## src/rtl/csa_acc_pkg.sv

```systemverilog
// Shared types and constants for the carry-save stream accumulator.
package csa_acc_pkg;

    typedef enum logic [1:0] {
        ACCUM   = 2'd0,
        RESOLVE = 2'd1,
        HOLD    = 2'd2
    } acc_state_e;

    localparam int unsigned COUNT_W = 8;
    localparam logic [COUNT_W-1:0] COUNT_MAX = COUNT_W'(255);

    // Number of cycles the final carry-propagate takes
    function automatic int unsigned chunk_count(input int unsigned acc_w, input int unsigned chunk_w);
        return acc_w / chunk_w;
    endfunction

    function automatic int unsigned idx_width(input int unsigned k);
        return (k > 1) ? $clog2(k) : 1;
    endfunction

endpackage

```

## src/rtl/csa_stream_accumulator_if.sv

```systemverilog
// Operand-in / result-out stream bundle of the accumulator.
// out_ovf exists only when CSA_ACC_OVF_EN is defined.
interface csa_stream_accumulator_if
    import csa_acc_pkg::*;
#(
    parameter int unsigned WIDTH = 4,
    parameter int unsigned ACC_W = 8
);
    logic               in_valid;
    logic               in_ready;
    logic [WIDTH-1:0]   in_data;
    logic               in_last;
    logic               out_valid;
    logic               out_ready;
    logic [ACC_W-1:0]   out_sum;
    logic [COUNT_W-1:0] out_count;
`ifdef CSA_ACC_OVF_EN
    logic               out_ovf;

    modport master (
        output in_valid, in_data, in_last, out_ready,
        input  in_ready, out_valid, out_sum, out_count, out_ovf
    );
    modport slave (
        input  in_valid, in_data, in_last, out_ready,
        output in_ready, out_valid, out_sum, out_count, out_ovf
    );
`else
    modport master (
        output in_valid, in_data, in_last, out_ready,
        input  in_ready, out_valid, out_sum, out_count
    );
    modport slave (
        input  in_valid, in_data, in_last, out_ready,
        output in_ready, out_valid, out_sum, out_count
    );
`endif

endinterface

```

## src/rtl/csa_fa.sv

```systemverilog
// Single-bit full adder used as the cell of the 3:2 compressor row.
module csa_fa (
    input  logic a,
    input  logic b,
    input  logic c,
    output logic s,
    output logic co
);
    assign s  = a ^ b ^ c;
    assign co = (a & b) | (a & c) | (b & c);
endmodule

```

## src/rtl/csa_row.sv

```systemverilog
// ACC_W-wide 3:2 carry-save compressor; carry vector is returned unshifted.
module csa_row #(
    parameter int unsigned ACC_W = 8
) (
    input  logic [ACC_W-1:0] a,
    input  logic [ACC_W-1:0] b,
    input  logic [ACC_W-1:0] c,
    output logic [ACC_W-1:0] sum_o,
    output logic [ACC_W-1:0] maj_o
);
    for (genvar i = 0; i < ACC_W; i++) begin : g_fa
        csa_fa u_fa (
            .a  (a[i]),
            .b  (b[i]),
            .c  (c[i]),
            .s  (sum_o[i]),
            .co (maj_o[i])
        );
    end
endmodule

```

## src/rtl/csa_stream_accumulator.sv

```systemverilog
// Carry-save stream accumulator: sums a packet in redundant form, then resolves it chunk by chunk.
// Optional sticky overflow output enabled by defining CSA_ACC_OVF_EN.
module csa_stream_accumulator
    import csa_acc_pkg::*;
#(
    parameter int unsigned WIDTH     = 4,
    parameter int unsigned ACC_W     = 8,
    parameter int unsigned CPA_CHUNK = 4
) (
    input  logic                     clk,
    input  logic                     rst_n,
    csa_stream_accumulator_if.slave  bus
);
    localparam int unsigned K     = chunk_count(ACC_W, CPA_CHUNK);
    localparam int unsigned IDX_W = idx_width(K);
    localparam logic [IDX_W-1:0] IDX_LAST = IDX_W'(K - 1);

    acc_state_e                   state_q, state_d;
    logic [ACC_W-1:0]             s_q, s_d;
    logic [ACC_W-1:0]             c_q, c_d;
    logic [COUNT_W-1:0]           count_q, count_d;
    logic [K-1:0][CPA_CHUNK-1:0]  sum_q, sum_d;
    logic [IDX_W-1:0]             idx_q, idx_d;
    logic                         cy_q, cy_d;
    logic                         in_ready_q, in_ready_d;
    logic                         out_valid_q, out_valid_d;
`ifdef CSA_ACC_OVF_EN
    logic                         ovf_q, ovf_d;
`endif

    logic [ACC_W-1:0]             x_ext;
    logic [ACC_W-1:0]             row_sum;
    logic [ACC_W-1:0]             row_maj;
    logic [K-1:0][CPA_CHUNK-1:0]  s_vec;
    logic [K-1:0][CPA_CHUNK-1:0]  c_vec;
    logic [CPA_CHUNK:0]           chunk_add;

    assign x_ext = ACC_W'(bus.in_data);

    csa_row #(.ACC_W(ACC_W)) u_row (
        .a     (s_q),
        .b     (c_q),
        .c     (x_ext),
        .sum_o (row_sum),
        .maj_o (row_maj)
    );

    // One slice of the final carry-propagate add per RESOLVE cycle
    assign s_vec     = s_q;
    assign c_vec     = c_q;
    assign chunk_add = {1'b0, s_vec[idx_q]} + {1'b0, c_vec[idx_q]} + (CPA_CHUNK + 1)'(cy_q);

`ifndef CSA_ACC_OVF_EN
    logic unused_ovf_bits;
    assign unused_ovf_bits = row_maj[ACC_W-1];
`endif

    always_comb begin
        state_d   = state_q;
        s_d       = s_q;
        c_d       = c_q;
        count_d   = count_q;
        sum_d     = sum_q;
        idx_d     = idx_q;
        cy_d      = cy_q;
`ifdef CSA_ACC_OVF_EN
        ovf_d     = ovf_q;
`endif

        case (state_q)
            ACCUM: begin
                if (bus.in_valid) begin
                    s_d     = row_sum;
                    c_d     = {row_maj[ACC_W-2:0], 1'b0};
                    count_d = (count_q == COUNT_MAX) ? count_q : count_q + COUNT_W'(1);
`ifdef CSA_ACC_OVF_EN
                    ovf_d   = ovf_q | row_maj[ACC_W-1];
`endif
                    if (bus.in_last) begin
                        state_d = RESOLVE;
                        idx_d   = '0;
                        cy_d    = 1'b0;
                    end
                end
            end
            RESOLVE: begin
                sum_d[idx_q] = chunk_add[CPA_CHUNK-1:0];
                cy_d         = chunk_add[CPA_CHUNK];
                if (idx_q == IDX_LAST) begin
                    state_d = HOLD;
`ifdef CSA_ACC_OVF_EN
                    ovf_d   = ovf_q | chunk_add[CPA_CHUNK];
`endif
                end else begin
                    idx_d = idx_q + IDX_W'(1);
                end
            end
            HOLD: begin
                if (bus.out_ready) begin
                    state_d = ACCUM;
                    s_d     = '0;
                    c_d     = '0;
                    count_d = '0;
`ifdef CSA_ACC_OVF_EN
                    ovf_d   = 1'b0;
`endif
                end
            end
            default: state_d = ACCUM;
        endcase

        // Handshake flags are registered copies of the next-state decode
        in_ready_d  = (state_d == ACCUM);
        out_valid_d = (state_d == HOLD);
    end

    always_ff @(posedge clk or negedge rst_n) begin
        if (!rst_n) begin
            state_q     <= ACCUM;
            s_q         <= '0;
            c_q         <= '0;
            count_q     <= '0;
            sum_q       <= '0;
            idx_q       <= '0;
            cy_q        <= 1'b0;
            in_ready_q  <= 1'b1;
            out_valid_q <= 1'b0;
`ifdef CSA_ACC_OVF_EN
            ovf_q       <= 1'b0;
`endif
        end else begin
            state_q     <= state_d;
            s_q         <= s_d;
            c_q         <= c_d;
            count_q     <= count_d;
            sum_q       <= sum_d;
            idx_q       <= idx_d;
            cy_q        <= cy_d;
            in_ready_q  <= in_ready_d;
            out_valid_q <= out_valid_d;
`ifdef CSA_ACC_OVF_EN
            ovf_q       <= ovf_d;
`endif
        end
    end

    assign bus.in_ready  = in_ready_q;
    assign bus.out_valid = out_valid_q;
    assign bus.out_sum   = sum_q;
    assign bus.out_count = count_q;
`ifdef CSA_ACC_OVF_EN
    assign bus.out_ovf   = ovf_q;
`endif

endmodule

```

## src/flat_wrapper.sv

```systemverilog
// flat-port wrapper written by rule: the top's interface ports become plain ports
module csa_stream_accumulator_flat import csa_acc_pkg::*;
#(
    parameter int unsigned WIDTH     = 4,
    parameter int unsigned ACC_W     = 8,
    parameter int unsigned CPA_CHUNK = 4
)
  (clk, rst_n, bus_in_valid, bus_in_data, bus_in_last, bus_out_ready, bus_in_ready, bus_out_valid, bus_out_sum, bus_out_count);
  csa_stream_accumulator_if #(.WIDTH(WIDTH), .ACC_W(ACC_W)) bus_i ();
  input  logic clk;
  input  logic rst_n;
  input wire logic [$bits(bus_i.in_valid)-1:0] bus_in_valid;
  input wire logic [$bits(bus_i.in_data)-1:0] bus_in_data;
  input wire logic [$bits(bus_i.in_last)-1:0] bus_in_last;
  input wire logic [$bits(bus_i.out_ready)-1:0] bus_out_ready;
  output wire logic [$bits(bus_i.in_ready)-1:0] bus_in_ready;
  output wire logic [$bits(bus_i.out_valid)-1:0] bus_out_valid;
  output wire logic [$bits(bus_i.out_sum)-1:0] bus_out_sum;
  output wire logic [$bits(bus_i.out_count)-1:0] bus_out_count;
  assign bus_i.in_valid = bus_in_valid;
  assign bus_i.in_data = bus_in_data;
  assign bus_i.in_last = bus_in_last;
  assign bus_i.out_ready = bus_out_ready;
  assign bus_in_ready = bus_i.in_ready;
  assign bus_out_valid = bus_i.out_valid;
  assign bus_out_sum = bus_i.out_sum;
  assign bus_out_count = bus_i.out_count;
  csa_stream_accumulator #(.WIDTH(WIDTH), .ACC_W(ACC_W), .CPA_CHUNK(CPA_CHUNK)) u_core (.clk(clk), .rst_n(rst_n), .bus(bus_i));
endmodule
```

## config.mk

```make
export PLATFORM = sky130hd
export DESIGN_NAME = csa_stream_accumulator_flat
export DESIGN_NICKNAME = d
export VERILOG_FILES = /design/src/rtl/csa_acc_pkg.sv /design/src/rtl/csa_stream_accumulator_if.sv /design/src/rtl/csa_fa.sv /design/src/rtl/csa_row.sv /design/src/rtl/csa_stream_accumulator.sv /design/src/flat_wrapper.sv
export SDC_FILE = /design/constraint.sdc
export NUM_CORES = 1
export LEC_CHECK = 0
export CAP_MARGIN = 5
export CORE_ASPECT_RATIO = 1.1
export CORE_UTILIZATION = 45
export CTS_CLUSTER_SIZE = 12
export DETAILED_ROUTE_END_ITERATION = 12
export GPL_TIMING_DRIVEN = 0
export HOLD_SLACK_MARGIN = 0.02
export PLACE_DENSITY_LB_ADDON = 0.1
export SLEW_MARGIN = 20
export SYNTH_ARGS = -nofsm -noshare
export SYNTH_HDL_FRONTEND = slang
export SYNTH_SLANG_ARGS = --single-unit
```

## constraint.sdc

```tcl
create_clock -name clk -period 6.7 [get_ports clk]
set_input_delay 2.01 -clock clk [delete_from_list [all_inputs] [get_ports clk]]
set_output_delay 2.01 -clock clk [all_outputs]
set_load 0.02 [all_outputs]
```

==> flow_metrics.env <==
export IMPL_whs_endpoint="u_core.bus.out_sum[4]"
export IMPL_hold_violations=0
export IMPL_powerDensity_nw_per_um2=505.8
export IMPL_netlist_area_um2=1882
export IMPL_multi_input_area_um2=890.9
export IMPL_fp_coreArea_um2=3994
export IMPL_rsz0062_at_grt="false"
export IMPL_synth_seq_cells=37
export IMPL_cts_tree="yes"
export IMPL_clkSinkCount=37
export IMPL_num_vias=1411
export IMPL_relSlewSlack=0.6573
export IMPL_final_common_cell="dfrtp_1"
export IMPL_critical_path_arrival_ns=3.77
export IMPL_drc_errors=0
export IMPL_hp_start="u_core.bus.out_sum[4]"
export IMPL_ys_seq_area_frac=0.4927
export IMPL_syn_avg_cell_area_um2=11.40
export IMPL_path_cells="clkdlybuf4s50_1 -> nand2b_1 -> nor2_1 -> clkbuf_1 -> nand3_1 -> o211ai_1"
export IMPL_post_drt_wl_per_cell_um=16.08
export IMPL_cpPeakStageDelay_ns=0.53
export IMPL_drive_above_1_share=0.1450
export IMPL_fp_row_count=24
export IMPL_cts_resized_gates=0
export IMPL_synth_flop_cell="dfrtp_1"
export IMPL_antenna_cells=0
export IMPL_crit_fanout=10
export IMPL_synthesis_nets=187
export IMPL_die_h_um=69.83
export IMPL_grt_first_pass_wirelength_mm=7.051
export IMPL_grt_start_max_net_pins=23
export IMPL_clock_fmax_mhz=281.3
export IMPL_hold_buffers=0
export IMPL_met1Wirelength_mm=1.741
export IMPL_first_pass_iters=4
export IMPL_grt_ovfl_total=0
export IMPL_crit_family="buffers and inverters"
export IMPL_start_kind="primary input"
export IMPL_pre_cts_slack_ns=2.808
export IMPL_fin_crit_sh=0.5306
export IMPL_syn_to_final_growth_pct=25.60
export IMPL_finalNetCount=221
export IMPL_fin_tns_setup_ns=0
export IMPL_r2r_slack_ns=4.27
export IMPL_drt_iter0_drc=76
export IMPL_cts_setup_buffers=0
export IMPL_hp_class="reg2reg"
export IMPL_reg2reg_depth=7
export IMPL_synthDistinctLibCells=38
export IMPL_vias_per_cell=5.599
export IMPL_r2r_start="u_core.idx_q"
export IMPL_cp_required_ns=6.92
export IMPL_synthArstFlopShare=1.000
export IMPL_critPathBufInv=2
export IMPL_path_clk_slew_ns=0.08
export IMPL_worstReg2RegEnd="u_core.bus.out_sum[3]"
export IMPL_vdd_drop_max_mv=0.2235
export IMPL_hold_depth=2
export IMPL_num_fill_cells=330
export IMPL_wl_mm=4.051
export IMPL_routabilityCongestion=0.7625
export IMPL_finalClockSkew_ns=0.006221
export IMPL_status="completed"
export IMPL_slew_violations=0
export IMPL_root_buffer="clkbuf_8"
export IMPL_synth_edf_count=0
export IMPL_wl_met2_mm=2.089
export IMPL_maxCapViolations=0
export IMPL_setup_ws_ns=3.145
export IMPL_cts_buffer_depth=2
export IMPL_port_buffers=26
export IMPL_highest_layer="met4"
export IMPL_start_util=0.4712
export IMPL_cp_end_kind="flip-flop"
export IMPL_die_area_um2=4445
export IMPL_grtUsageTotal=0.2087
export IMPL_clock_latency_ns=0.30
export IMPL_grt_antenna_before_repair=0
export IMPL_hpwl_mm=2.929
export IMPL_p_leak_nw=1.098
export IMPL_tightest_slew_ns=0.5140
export IMPL_ys_warn_count=0
export IMPL_crit_slowest_cell="clkdlybuf4s50_1"
export IMPL_io_pins=27
export IMPL_dr_wl_met3_um=135
export IMPL_antenna_left=0
export IMPL_die_x_um=63.66
export IMPL_cts_buffers=5
export IMPL_grt_pass1_vias=1498
export IMPL_worst_setup_path_type="in2reg"
export IMPL_h_tree_depth=2
export IMPL_final_setup_viol_count=0
export IMPL_regArea_um2=927.1
export IMPL_period_minus_slack_ns=3.555
export IMPL_final_cell_mix="dfrtp_1, clkdlybuf4s50_1, a22o_1, nand2_1, o21ai_0"
export IMPL_synth_cells=165
==> worst max-delay path by stage <==
| stage | from | to | slack, ns | depth (start not counted) |
|---|---|---|---|---|
| after detailed placement | bus_in_valid | u_core.bus.out_count[2] | 2.81 | 6 |
| after global placement | rst_n | u_core.bus.out_sum[3] | 2.78 | 1 |
| after global routing | bus_in_valid | u_core.bus.out_count[2] | 2.93 | 6 |
| final | bus_in_valid | u_core.bus.out_count[2] | 3.14 | 6 |
| after CTS | bus_in_valid | u_core.bus.out_count[2] | 3.14 | 6 |
| after floorplan | bus_in_valid | u_core.bus.out_count[7] | 3.66 | 3 |
==> worst reg2reg max path: cells and delay by family, from the launching register on <==
kind | cells | cell delay [ns]
muxes | 2 | 0.69
DFF | 1 | 0.43
buffers and inverters | 1 | 0.44
xor gates and xnor gates | 1 | 0.17
AOI/OAI and AO/OA | 2 | 0.25
adders and majority gates | 1 | 0.35
==> per-layer routing <==
layer	vias to the layer above	track usage
li1	666	-
met1	707	0.2549
met2	29	0.3345
met3	9	0.05099
met4	0	0.1162
met5	-	0
==> synth_stat cells (all sizes together), types with 4 or more instances <==
cell type,count,area [um2]
ha,8,100.1
nand2b,4,25.02
nor2,9,33.78
fa,5,100.1
a22o,14,122.6
o21ai,12,60.06
a21oi,5,25.02
inv,6,22.52
nand2,12,45.04
mux2,10,112.6
nand3,4,25.02
dfrtp,36,900.9
buf,5,30.02
==> cells by family after synthesis <==
logic type	after synthesis	synth area share
compound gates	45	0.1682
xor+xnor	2	0.009310
fa+ha+maj	13	0.1064
buf+inv	14	0.03390
flops	37	0.4927
mux	13	0.07580
simple gates	41	0.1137
==> stage by stage <==
stage / power [W] / instance area (um2) / std cells / util / hold WS, ns
3_5_place_dp: 0.0009725 / 2230 / 244 / 0.5583 / 0.4755
4_1_cts: 0.001210 / 2364 / 252 / 0.5918 / 0.4919
5_1_grt: 0.001284 / 2364 / 252 / 0.5918 / 0.5244
6_report: 0.001195 / 2364 / 252 / 0.5918 / 0.4864
2_1_floorplan: 0.0007647 / 1882 / 165 / - / 0.4724
3_3_place_gp: 0.0009469 / 2207 / 243 / 0.5526 / 0.4682
==> final cells by class <==
type	instances	share of cell area
inverter	6	0.009529
tap	52	0.02753
clock buffer	5	0.02912
buffer	8	0.01747
clock inverter	3	0.02753
timing repair buffer	27	0.1196
multi-input combinational	114	0.3769
sequential	37	0.3923
==> report_power, final <==
part | total, W | internal, W | leakage (nW) | switching (W)
Clock | 0.000231 | 0.000148 | 0.0681 | 0.0000834
Combinational | 0.000562 | 0.000269 | 0.561 | 0.000294
Sequential | 0.000402 | 0.000317 | 0.469 | 0.0000851
==> registers in the layout, indices dropped and copies added (netlist names) <==
signal,cells
u_core.c_q,7
u_core.cy_q,1
u_core.bus.out_sum,8
u_core.bus.in_ready,1
u_core.state_q,2
u_core.bus.out_count,8
u_core.s_q,8
u_core.idx_q,1
u_core.bus.out_valid,1
No activity file was read; power rests on OpenSTA's default activity.
